### src/rtl/lsu_axi_rd_arb.sv
// lsu_axi_rd_arb: shares the LSU AXI read channel between the IRAM loader
// (requester 0) and the WRAM loader (requester 1).
// - Arbitrates AR requests, registers the winning payload and holds it on AR.
// - Tags arid with {per-owner tag counter, owner} and limits outstanding
//   bursts per owner to MAX_OUT.
// - Routes R beats combinationally back to the owner named in rid[0].
// Build option: define LSU_RD_ARB_FIXED_PRIO_EN to make requester 0 win every
// tie (fixed priority). Left undefined, ties are resolved round-robin.
//
// state | meaning
// IDLE  | no AR in flight; accept the next eligible requester
// ADDR  | registered AR held valid until the master accepts it

module lsu_axi_rd_arb #(
  parameter int MAX_OUT = 4
) (
  input  logic        clk,
  input  logic        rst_n,
  input  logic [1:0]  req_vld,
  output logic [1:0]  req_rdy,
  input  logic [9:0]  req0_addr,
  input  logic [9:0]  req1_addr,
  input  logic [7:0]  req0_len,
  input  logic [7:0]  req1_len,
  input  logic [2:0]  req0_str,
  input  logic [2:0]  req1_str,
  input  logic [7:0]  req0_num,
  input  logic [7:0]  req1_num,
  output logic [7:0]  lsu_axi_arid,
  output logic [9:0]  lsu_axi_araddr,
  output logic [7:0]  lsu_axi_arlen,
  output logic [2:0]  lsu_axi_arsize,
  output logic [1:0]  lsu_axi_arburst,
  output logic [2:0]  lsu_axi_arstr,
  output logic [7:0]  lsu_axi_arnum,
  output logic        lsu_axi_arvld,
  input  logic        axi_lsu_arrdy,
  input  logic [7:0]  axi_lsu_rid,
  input  logic [63:0] axi_lsu_rdata,
  input  logic [1:0]  axi_lsu_rresp,
  input  logic        axi_lsu_rlast,
  input  logic        axi_lsu_rvld,
  output logic        lsu_axi_rrdy,
  output logic [1:0]  rsp_vld,
  output logic [63:0] rsp_data,
  output logic        rsp_last,
  output logic        rsp_err,
  input  logic [1:0]  rsp_rdy,
  output logic        busy
);

  localparam logic [3:0] MAX_CNT = 4'(MAX_OUT);

  typedef enum logic {S_IDLE = 1'b0, S_ADDR = 1'b1} state_e;

  state_e          state_q, state_d;
  logic [7:0]      arid_q;
  logic [9:0]      araddr_q;
  logic [7:0]      arlen_q;
  logic [2:0]      arstr_q;
  logic [7:0]      arnum_q;
  logic [1:0][6:0] tag_q;
  logic [1:0][3:0] cnt_q, cnt_d;

  logic [1:0] elig;
  logic       win;
  logic       grant;
  logic       ar_hs;
  logic       r_done;
  logic       r_own;
  logic       unused_rid;

  // rid[7:1] only matters to the owner; the arbiter routes on rid[0] alone
  assign unused_rid = ^axi_lsu_rid[7:1];

  // A requester is eligible while it has room for another outstanding burst
  always_comb begin
    for (int i = 0; i < 2; i++) begin
      elig[i] = req_vld[i] && (cnt_q[i] < MAX_CNT);
    end
  end

`ifdef LSU_RD_ARB_FIXED_PRIO_EN
  // Fixed priority: the IRAM loader wins whenever it is eligible
  always_comb begin
    win = !elig[0];
  end
`else
  logic last_gnt_q;

  // Round-robin: on a tie the requester not granted last time wins
  always_comb begin
    win = (elig == 2'b11) ? !last_gnt_q : elig[1];
  end

  // Remember the most recent winner; reset value lets req0 win the first tie
  always_ff @(posedge clk or negedge rst_n) begin
    if (!rst_n) begin
      last_gnt_q <= 1'b1;
    end else if (grant) begin
      last_gnt_q <= win;
    end
  end
`endif

  assign grant  = (state_q == S_IDLE) && (elig != 2'b00);
  assign ar_hs  = (state_q == S_ADDR) && axi_lsu_arrdy;
  assign r_own  = axi_lsu_rid[0];
  assign r_done = axi_lsu_rvld && lsu_axi_rrdy && axi_lsu_rlast;

  // FSM state register
  always_ff @(posedge clk or negedge rst_n) begin
    if (!rst_n) begin
      state_q <= S_IDLE;
    end else begin
      state_q <= state_d;
    end
  end

  // FSM next-state logic
  always_comb begin
    state_d = state_q;
    case (state_q)
      S_IDLE:  if (grant) state_d = S_ADDR;
      S_ADDR:  if (axi_lsu_arrdy) state_d = S_IDLE;
      default: state_d = S_IDLE;
    endcase
  end

  // FSM outputs; req_rdy is forced low while reset is asserted so a waiting
  // requester never sees an acceptance that the arbiter does not record
  always_comb begin
    req_rdy       = 2'b00;
    lsu_axi_arvld = 1'b0;
    case (state_q)
      S_IDLE:  if (grant && rst_n) req_rdy = win ? 2'b10 : 2'b01;
      S_ADDR:  lsu_axi_arvld = 1'b1;
      default: ;
    endcase
  end

  // Capture the winner's payload and tag it; the tag advances per grant
  always_ff @(posedge clk or negedge rst_n) begin
    if (!rst_n) begin
      arid_q   <= 8'h00;
      araddr_q <= 10'h000;
      arlen_q  <= 8'h00;
      arstr_q  <= 3'h0;
      arnum_q  <= 8'h00;
      tag_q    <= '0;
    end else if (grant) begin
      arid_q     <= {tag_q[win], win};
      araddr_q   <= win ? req1_addr : req0_addr;
      arlen_q    <= win ? req1_len  : req0_len;
      arstr_q    <= win ? req1_str  : req0_str;
      arnum_q    <= win ? req1_num  : req0_num;
      tag_q[win] <= tag_q[win] + 7'd1;
    end
  end

  // Outstanding-burst bookkeeping; an AR issue and a final beat for the same
  // owner in one cycle cancel, and a stray final beat never underflows
  always_comb begin
    cnt_d = cnt_q;
    for (int i = 0; i < 2; i++) begin
      if (ar_hs && (arid_q[0] == 1'(i)) && !(r_done && (r_own == 1'(i)))) begin
        if (cnt_q[i] < MAX_CNT) cnt_d[i] = cnt_q[i] + 4'd1;
      end else if (r_done && (r_own == 1'(i)) && !(ar_hs && (arid_q[0] == 1'(i)))) begin
        if (cnt_q[i] != 4'd0) cnt_d[i] = cnt_q[i] - 4'd1;
      end
    end
  end

  // Outstanding counter registers
  always_ff @(posedge clk or negedge rst_n) begin
    if (!rst_n) begin
      cnt_q <= '0;
    end else begin
      cnt_q <= cnt_d;
    end
  end

  assign lsu_axi_arid    = arid_q;
  assign lsu_axi_araddr  = araddr_q;
  assign lsu_axi_arlen   = arlen_q;
  assign lsu_axi_arsize  = 3'd3;
  assign lsu_axi_arburst = 2'b01;
  assign lsu_axi_arstr   = arstr_q;
  assign lsu_axi_arnum   = arnum_q;

  assign lsu_axi_rrdy = rsp_rdy[r_own];
  assign rsp_vld      = {axi_lsu_rvld && r_own, axi_lsu_rvld && !r_own};
  assign rsp_data     = axi_lsu_rdata;
  assign rsp_last     = axi_lsu_rlast;
  assign rsp_err      = (axi_lsu_rresp != 2'b00);

  assign busy = (state_q == S_ADDR) || (cnt_q[0] != 4'd0) || (cnt_q[1] != 4'd0);

endmodule

### config.mk
export PLATFORM = sky130hd
export DESIGN_NAME = lsu_axi_rd_arb
export DESIGN_NICKNAME = d
export VERILOG_FILES = /design/src/rtl/lsu_axi_rd_arb.sv
export SDC_FILE = /design/constraint.sdc
export NUM_CORES = 1
export LEC_CHECK = 0
export CAP_MARGIN = 20
export CORE_AREA = 2 2 99 101
export DETAILED_ROUTE_END_ITERATION = 7
export DIE_AREA = 0 0 101 103
export HOLD_SLACK_MARGIN = 0.06
export PLACE_DENSITY = 0.86
export SYNTH_ARGS = -nofsm -noshare
export SYNTH_HDL_FRONTEND = slang
export SYNTH_SLANG_ARGS = --single-unit
### constraint.sdc
create_clock -name clk -period 7.3 [get_ports clk]
set_input_delay 1.825 -clock clk [delete_from_list [all_inputs] [get_ports clk]]
set_output_delay 1.825 -clock clk [all_outputs]
set_load 0.02 [all_outputs]
==> reports/metrics.yaml, run 1 <==
routing:
  viasPerCell: 5.07
  wl_per_cell_um: 15.7
  drcViolationCount: 0
  drt-total-wl_um: 7710
  antenna_left: 0
  drt-pass1-iter-count: 6
  dr_total_vias: 2496
  drt_iter0_markers: 198
finish:
  regArea_mm2: 0.00153
  layout_commonest_cell: "clkdlybuf4s50_1"
  final_area_mm2: 0.00436
  layout_common_cells: "clkdlybuf4s50_1 (114), dfrtp_1 (60), inv_1 (31), a222oi_1 (29), nand2_1 (17)"
  drive_gt1_share_pct: 9.52
  antennaDiodeCount: 0
  fin_nets: 523
  fin_cells: 492
  multi_input_area_mm2: 0.00119
  area_growth_pct: 28.2
  fillers: 881
yosys:
  ys_types: 39
  syn_area_per_cell_um2: 10.6
  ys_warn_count: 0
  ys_seq_area_share_pct: 44.9
  synth_area_mm2: 0.00340
  netlist_instances: 322
  ys_ff_latch: 61
power:
  combPwrFrac_pct: 47.5
  p_per_area_mw_per_mm2: 410
  sw_frac_of_total_pct: 38.2
  intPower_mw: 1.10
  clockPowerShare_pct: 18.2
  p_leak_nw: 1.95
  peakVddDrop_uv: 189
  p_sw_mw: 0.684
  seqPwrFrac_pct: 34.2
cts:
  ctsLongestPathBuffers: 2
  clkLatencyLatePin_ns: 0.34
  cts_sinks: 61
  clk_pin_slew_ns: 0.06
  h-tree-depth: 3
  cts_tree: "yes"
  cts_setup_buffers: 0
  cts-resized-gates: 0
  holdBufCountCts: 0
  cts_made_buffers: 9
  cts_root_buffer: "clkbuf_8"
floorplanning:
  dieArea_mm2: 0.0104
  coreArea_mm2: 0.00946
  rows: 36
  die-width_um: 101
  initial_core_util_pct: 36.0
  die_height_um: 103
  io_pins: 256
worst_hold_path:
  min_to: "tag_q[6]$_DFFE_PN0P_"
  min_from: "tag_q[6]$_DFFE_PN0P_"
  hold_depth: 1
  worstHoldPathType: "flop to flop"
placement:
  io_buffers: 115
  dp_hpwl_um: 5750
  placed_cell_area_mm2: 0.00415
  gp_congestion: 0.734
  place_inst: 476
global_route:
  grt_antenna_before_repair: 0
  grt_pass1_vias: 2508
  overflow: 0
  grt_max_degree: 39
  grt_pass1_wl_um: 11800
  grt_usage_pct: 14.8
critical_path:
  cp_max_fo: 8
  worstRegToRegCells: 7
  critPathLaunchType: "input port"
  cp.arrival_ns: 3.98
  cp.required_ns: 5.48
  r2r_end: "tag_q[13]$_DFFE_PN0P_"
  reg2reg_from: "cnt_q[7]$_DFFE_PN0P_"
  ff2ff_setup_slack_ns: 4.93
  critPathKind: "input port to output pin"
  endpoint_kind: "output pin"
run_status:
  status: "complete, no violations"
sta:
  fmax_mhz: 172
  finalMaxSlewViolations: 0
  finalSetupViolCount: 0
  hold-worst-slack_ns: 0.472
  rsz0062_at_grt: "no"
  period_minus_slack_ns: 5.81
  clock_skew_ns: 0.00893
  worst_slew_pin_slew_ns: 0.856
  hold_violations: 0
  setup_tns_ns: 0
  slew_headroom_pct: 42.9
  period_share_pct: 79.5
flow_run:
  maxCapViolations: 0
[metal layers]
metal | global-route usage, % | wire length, µm | vias to the layer above
met5 | 0 | 0 | -
li1 | - | - | 1145
met4 | 8.00 | 248 | 0
met2 | 24.5 | 3680 | 167
met1 | 16.1 | 2890 | 1155
met3 | 6.24 | 887 | 29
[worst max-delay path, cell delays in order]
cell,delay [ns]
clkdlybuf4s50_1,0.46
or3b_4,0.42
a31oi_4,0.35
and2b_1,0.20
and2_1,0.13
clkdlybuf4s50_1,0.60
[Yosys cell counts]
library cell | number | area [µm²]
a211o_1 | 1 | 8.76
a21o_1 | 4 | 30.0
a21oi_1 | 3 | 15.0
a222oi_1 | 29 | 290
a31oi_4 | 1 | 21.3
and2_1 | 3 | 18.8
and2b_1 | 1 | 7.51
and3_1 | 5 | 31.3
buf_2 | 3 | 15.0
buf_4 | 70 | 526
buf_6 | 2 | 22.5
clkbuf_1 | 7 | 26.3
conb_1 | 2 | 7.51
dfrtp_1 | 60 | 1500
dfstp_2 | 1 | 26.3
fa_1 | 1 | 20.0
ha_1 | 8 | 100
inv_1 | 31 | 116
mux2_2 | 9 | 101
mux2i_1 | 5 | 50.1
nand2_1 | 17 | 63.8
nand2b_1 | 2 | 12.5
nand3_1 | 1 | 5.00
nand4_1 | 6 | 37.5
nand4b_1 | 1 | 8.76
nor2_1 | 8 | 30.0
nor2_2 | 1 | 6.26
nor2b_1 | 2 | 12.5
nor3_2 | 1 | 10.0
nor3b_1 | 1 | 7.51
o21a_1 | 2 | 15.0
o21ai_0 | 8 | 40.0
o21ai_1 | 2 | 10.0
o21ba_2 | 1 | 10.0
or2_2 | 1 | 6.26
or3_1 | 1 | 6.26
or3b_4 | 1 | 11.3
xnor2_1 | 15 | 131
xor2_1 | 5 | 43.8
[area by class of cell]
cell class	count	area share, %
clock inverters	6	1.98
multi-input cells	151	27.2
repair buffers	119	26.9
inverters	31	2.67
clock buffers	10	2.92
well taps	114	3.27
flip-flops and latches	61	35.0
[flip-flops by register name (all words and copies together), names as in the netlist]
name	cells
cnt_q	8
last_gnt_q	1
lsu_axi_araddr	10
lsu_axi_arid	8
lsu_axi_arlen	8
lsu_axi_arnum	8
lsu_axi_arstr	3
state_q	1
tag_q	14
[power by group through the flow]
stage	combinational [mW]	sequential, mW	clock (mW)
global placement	0.822	0.607	0
global route	0.930	0.631	0.350
detailed placement	0.859	0.612	0
finish	0.850	0.612	0.326
floorplan	0.468	0.701	0
CTS	0.860	0.612	0.335
[worst max path at each step]
| stage | slack, ns | from | endpoint |
|---|---|---|---|
| finish | 1.49 | req_vld[1] | req_rdy[1] |
| global route | 1.41 | req_vld[1] | req_rdy[1] |
| CTS | 1.46 | req_vld[1] | req_rdy[1] |
| detailed placement | 1.47 | req_vld[1] | req_rdy[1] |
| global placement | 1.45 | req_vld[1] | req_rdy[1] |
| floorplan | 2.33 | req_vld[1] | req_rdy[1] |
[logic make-up (layout without fill, tap and decap cells)]
logic type / count (synthesis) / in the layout / synth area share (%)
AO/OA/AOI/OAI: 51 / 51 / 12.9
XOR/XNOR: 20 / 20 / 5.15
adder cells (fa/ha/maj): 9 / 9 / 3.53
buffers and inverters: 113 / 166 / 20.7
flip-flops: 61 / 61 / 44.9
multiplexers: 14 / 14 / 4.45
other: 2 / 5 / 0.221
AND/OR/NAND/NOR: 52 / 52 / 8.09
[metrics by stage]
| step | setup slack [ns] | total power, mW | utilization (%) |
|---|---|---|---|
| global route | 1.41 | 1.91 | 46.1 |
| global placement | 1.45 | 1.43 | 43.9 |
| detailed placement | 1.47 | 1.47 | 43.9 |
| finish | 1.49 | 1.79 | 46.1 |
| CTS | 1.46 | 1.81 | 46.1 |
| floorplan | 2.33 | 1.17 | - |
No activity file was read; power rests on OpenSTA's default activity.
==> inputs of run 2 (changes only) <==
Settings changed: CORE_AREA 2 2 99 101 to 2 2 104 106, DIE_AREA 0 0 101 103 to 0 0 106 108, PLACE_DENSITY 0.86 to 0.79.
Clock period 7.3 ns to 5.9 ns, I/O delays scaled along.
==> run 2 against run 1 <==
Compared with the run above:
- sequential power increased by 23%
- global-route usage decreased by 0.36 points
- final cell count increased by 4.7%
- hold slack improved by 0.0043 ns
- power increased by 21%
- first-iteration DRC count decreased by 9.6%
- sequential share of layout area decreased by 0.17 points
- clock power increased by 14%
==> reports/metrics.yaml, run 2 (synthesis results as in run 1) <==
cts:
  ctsLongestPathBuffers: 2  # unchanged
  h-tree-depth: 3  # unchanged
  cts_setup_buffers: 0  # unchanged
  holdBufCountCts: 0  # unchanged
  cts_made_buffers: 9  # unchanged
  cts_root_buffer: "clkbuf_8"  # unchanged
  cts_sinks: 61  # unchanged
  clk_pin_slew_ns: 0.07  # was 0.06 ns
  cts_tree: "yes"  # unchanged
  clkLatencyLatePin_ns: 0.33  # was 0.34 ns
  cts-resized-gates: 0  # unchanged
power:
  p_per_area_mw_per_mm2: 495  # was 410 mW/mm²
  total_power_mw: 2.17  # was 1.79 mW
  peakVddDrop_uv: 233  # was 189 µV
  p_leak_nw: 1.94  # was 1.95 nW
floorplanning:
  io_pins: 256  # unchanged
  coreArea_mm2: 0.0102  # was 0.00946 mm²
  rows: 37  # was 36
  initial_core_util_pct: 33.3  # was 36.0%
  die-width_um: 106  # was 101 µm
  die_height_um: 108  # was 103 µm
  dieArea_mm2: 0.0114  # was 0.0104 mm²
global_route:
  grt_pass1_vias: 2601  # was 2508
  overflow: 0  # unchanged
  grt_antenna_before_repair: 0  # unchanged
  grt_max_degree: 39  # unchanged
  grt_pass1_wl_um: 12800  # was 11800 µm
  grt_usage_pct: 14.4  # was 14.8%
sta:
  period_share_pct: 86.8
  setup_tns_ns: 0  # unchanged
  rsz0062_at_grt: "no"  # unchanged
  hold_violations: 0  # unchanged
  finalSetupViolCount: 0  # unchanged
  period_minus_slack_ns: 5.12
  clock_skew_ns: 0.00952  # was 0.00893 ns
  fmax_mhz: 195
  finalMaxSlewViolations: 0  # unchanged
  slew_headroom_pct: 64.5  # was 42.9%
  setup_ws_ns: 0.781  # was 1.49 ns
  worst_slew_pin_slew_ns: 0.532  # was 0.856 ns
critical_path:
  cp.required_ns: 4.43  # was 5.48 ns
  critPathLaunchType: "input port"  # unchanged
  cpMaxStageDelayCell: "clkdlybuf4s50_1"  # unchanged
  worstRegToRegCells: 7  # unchanged
  crit_cells: 6  # unchanged
  cpMostUsedCell: "clkdlybuf4s50_1"  # unchanged
  slowest_delay_ns: 0.60  # about the same
  cp.arrival_ns: 3.64  # was 3.98 ns
  cp_max_fo: 8  # unchanged
  endpoint_kind: "output pin"  # unchanged
  crit_chain: "clkdlybuf4s50_1, or3b_4, a31oi_4, and2b_1, and2_1, clkdlybuf4s50_1"  # unchanged
  critPathKind: "input port to output pin"  # unchanged
  cpLargestDelayFamily: "buffers and inverters"  # unchanged
  crit_buf_inv: 2  # unchanged
finish:
  area_growth_pct: 28.9  # was 28.2%
  largest_register_ffs: 14  # unchanged
  layout_common_cells: "clkdlybuf4s50_1 (114), dfrtp_1 (60), inv_1 (31), a222oi_1 (29), nand2_1 (17)"  # unchanged
  fin_nets: 524  # was 523
  largest_register: "tag_q"  # unchanged
  final_core_util_pct: 42.9  # was 46.1%
  antennaDiodeCount: 0  # unchanged
  layout_commonest_cell: "clkdlybuf4s50_1"  # unchanged
  final_area_mm2: 0.00439  # was 0.00436 mm²
  drive_gt1_share_pct: 10.0  # was 9.52%
routing:
  drt_iter0_markers: 179  # was 198
  dr_total_vias: 2522  # was 2496
  drcViolationCount: 0  # unchanged
  wl_per_cell_um: 16.0  # was 15.7 µm
  antenna_left: 0  # unchanged
  drt-total-wl_um: 8220  # was 7710 µm
  drt-pass1-iter-count: 7  # was 6
  viasPerCell: 4.90  # was 5.07
worst_hold_path:
  worstHoldPathType: "flop to flop"  # unchanged
  hold_depth: 1  # unchanged
placement:
  dp_hpwl_um: 6260  # was 5750 µm
  gp_congestion: 0.751  # was 0.734
  io_buffers: 115  # unchanged
  pre_cts_ws_ns: 0.778  # was 1.47 ns
  placed_cell_area_mm2: 0.00419  # was 0.00415 mm²
run_status:
  status: "complete, no violations"  # unchanged
flow_run:
  maxCapViolations: 0  # unchanged
[run 2: path summary, 6_finish.rpt]
| kind | startpoint | end | slack [ns] |
|---|---|---|---|
| worst max-delay path | req_vld[1] | req_rdy[1] | 0.78 |
| max in group asynchronous | rst_n | last_gnt_q$_DFFE_PN1N_ | 4.42 |
| worst max register to register | cnt_q[7]$_DFFE_PN0P_ | tag_q[13]$_DFFE_PN0P_ | 3.51 |
| min in group asynchronous | rst_n | cnt_q[2]$_DFFE_PN0P_ | 1.16 |
| worst min-delay path | tag_q[6]$_DFFE_PN0P_ | tag_q[6]$_DFFE_PN0P_ | 0.48 |
| worst min register to register | tag_q[6]$_DFFE_PN0P_ | tag_q[6]$_DFFE_PN0P_ | 0.48 |
[run 2: report_power, final]
group          leakage, nW  switching [mW]  internal, mW
Combinational         1.08           0.519         0.527
Sequential           0.764           0.148         0.602
Clock               0.0943           0.167         0.205
[run 2: final cells by class]
| cell class | instances | area, µm² |
|---|---|---|
| clock buffers | 10 | 138 |
| clock inverters | 6 | 62.6 |
| fillers | 957 | 5850 |
| inverters | 31 | 116 |
| multi-input cells | 151 | 1190 |
| flip-flops and latches | 61 | 1530 |
| well taps | 136 | 170 |
| repair buffers | 120 | 1180 |
[run 2: layer usage]
metal	GRT usage, %	routed length (µm)	up-vias
met1	14.7	2900	1180
li1	-	-	1149
met4	8.08	293	0
met5	0	0	-
met3	5.91	872	38
met2	25.1	4160	155
[run 2: stage by stage]
stage	hold WS (ns)	instances
detailed placement	0.470	499
global placement	0.463	499
global route	0.491	515
CTS	0.477	515
floorplan	0.445	325
finish	0.476	515
==> inputs of run 3 (changes only) <==
Settings changed: SLEW_MARGIN set to 25.
==> results of run 3 <==
No change in the layout: final DEF, timing and power equal those of run 2.
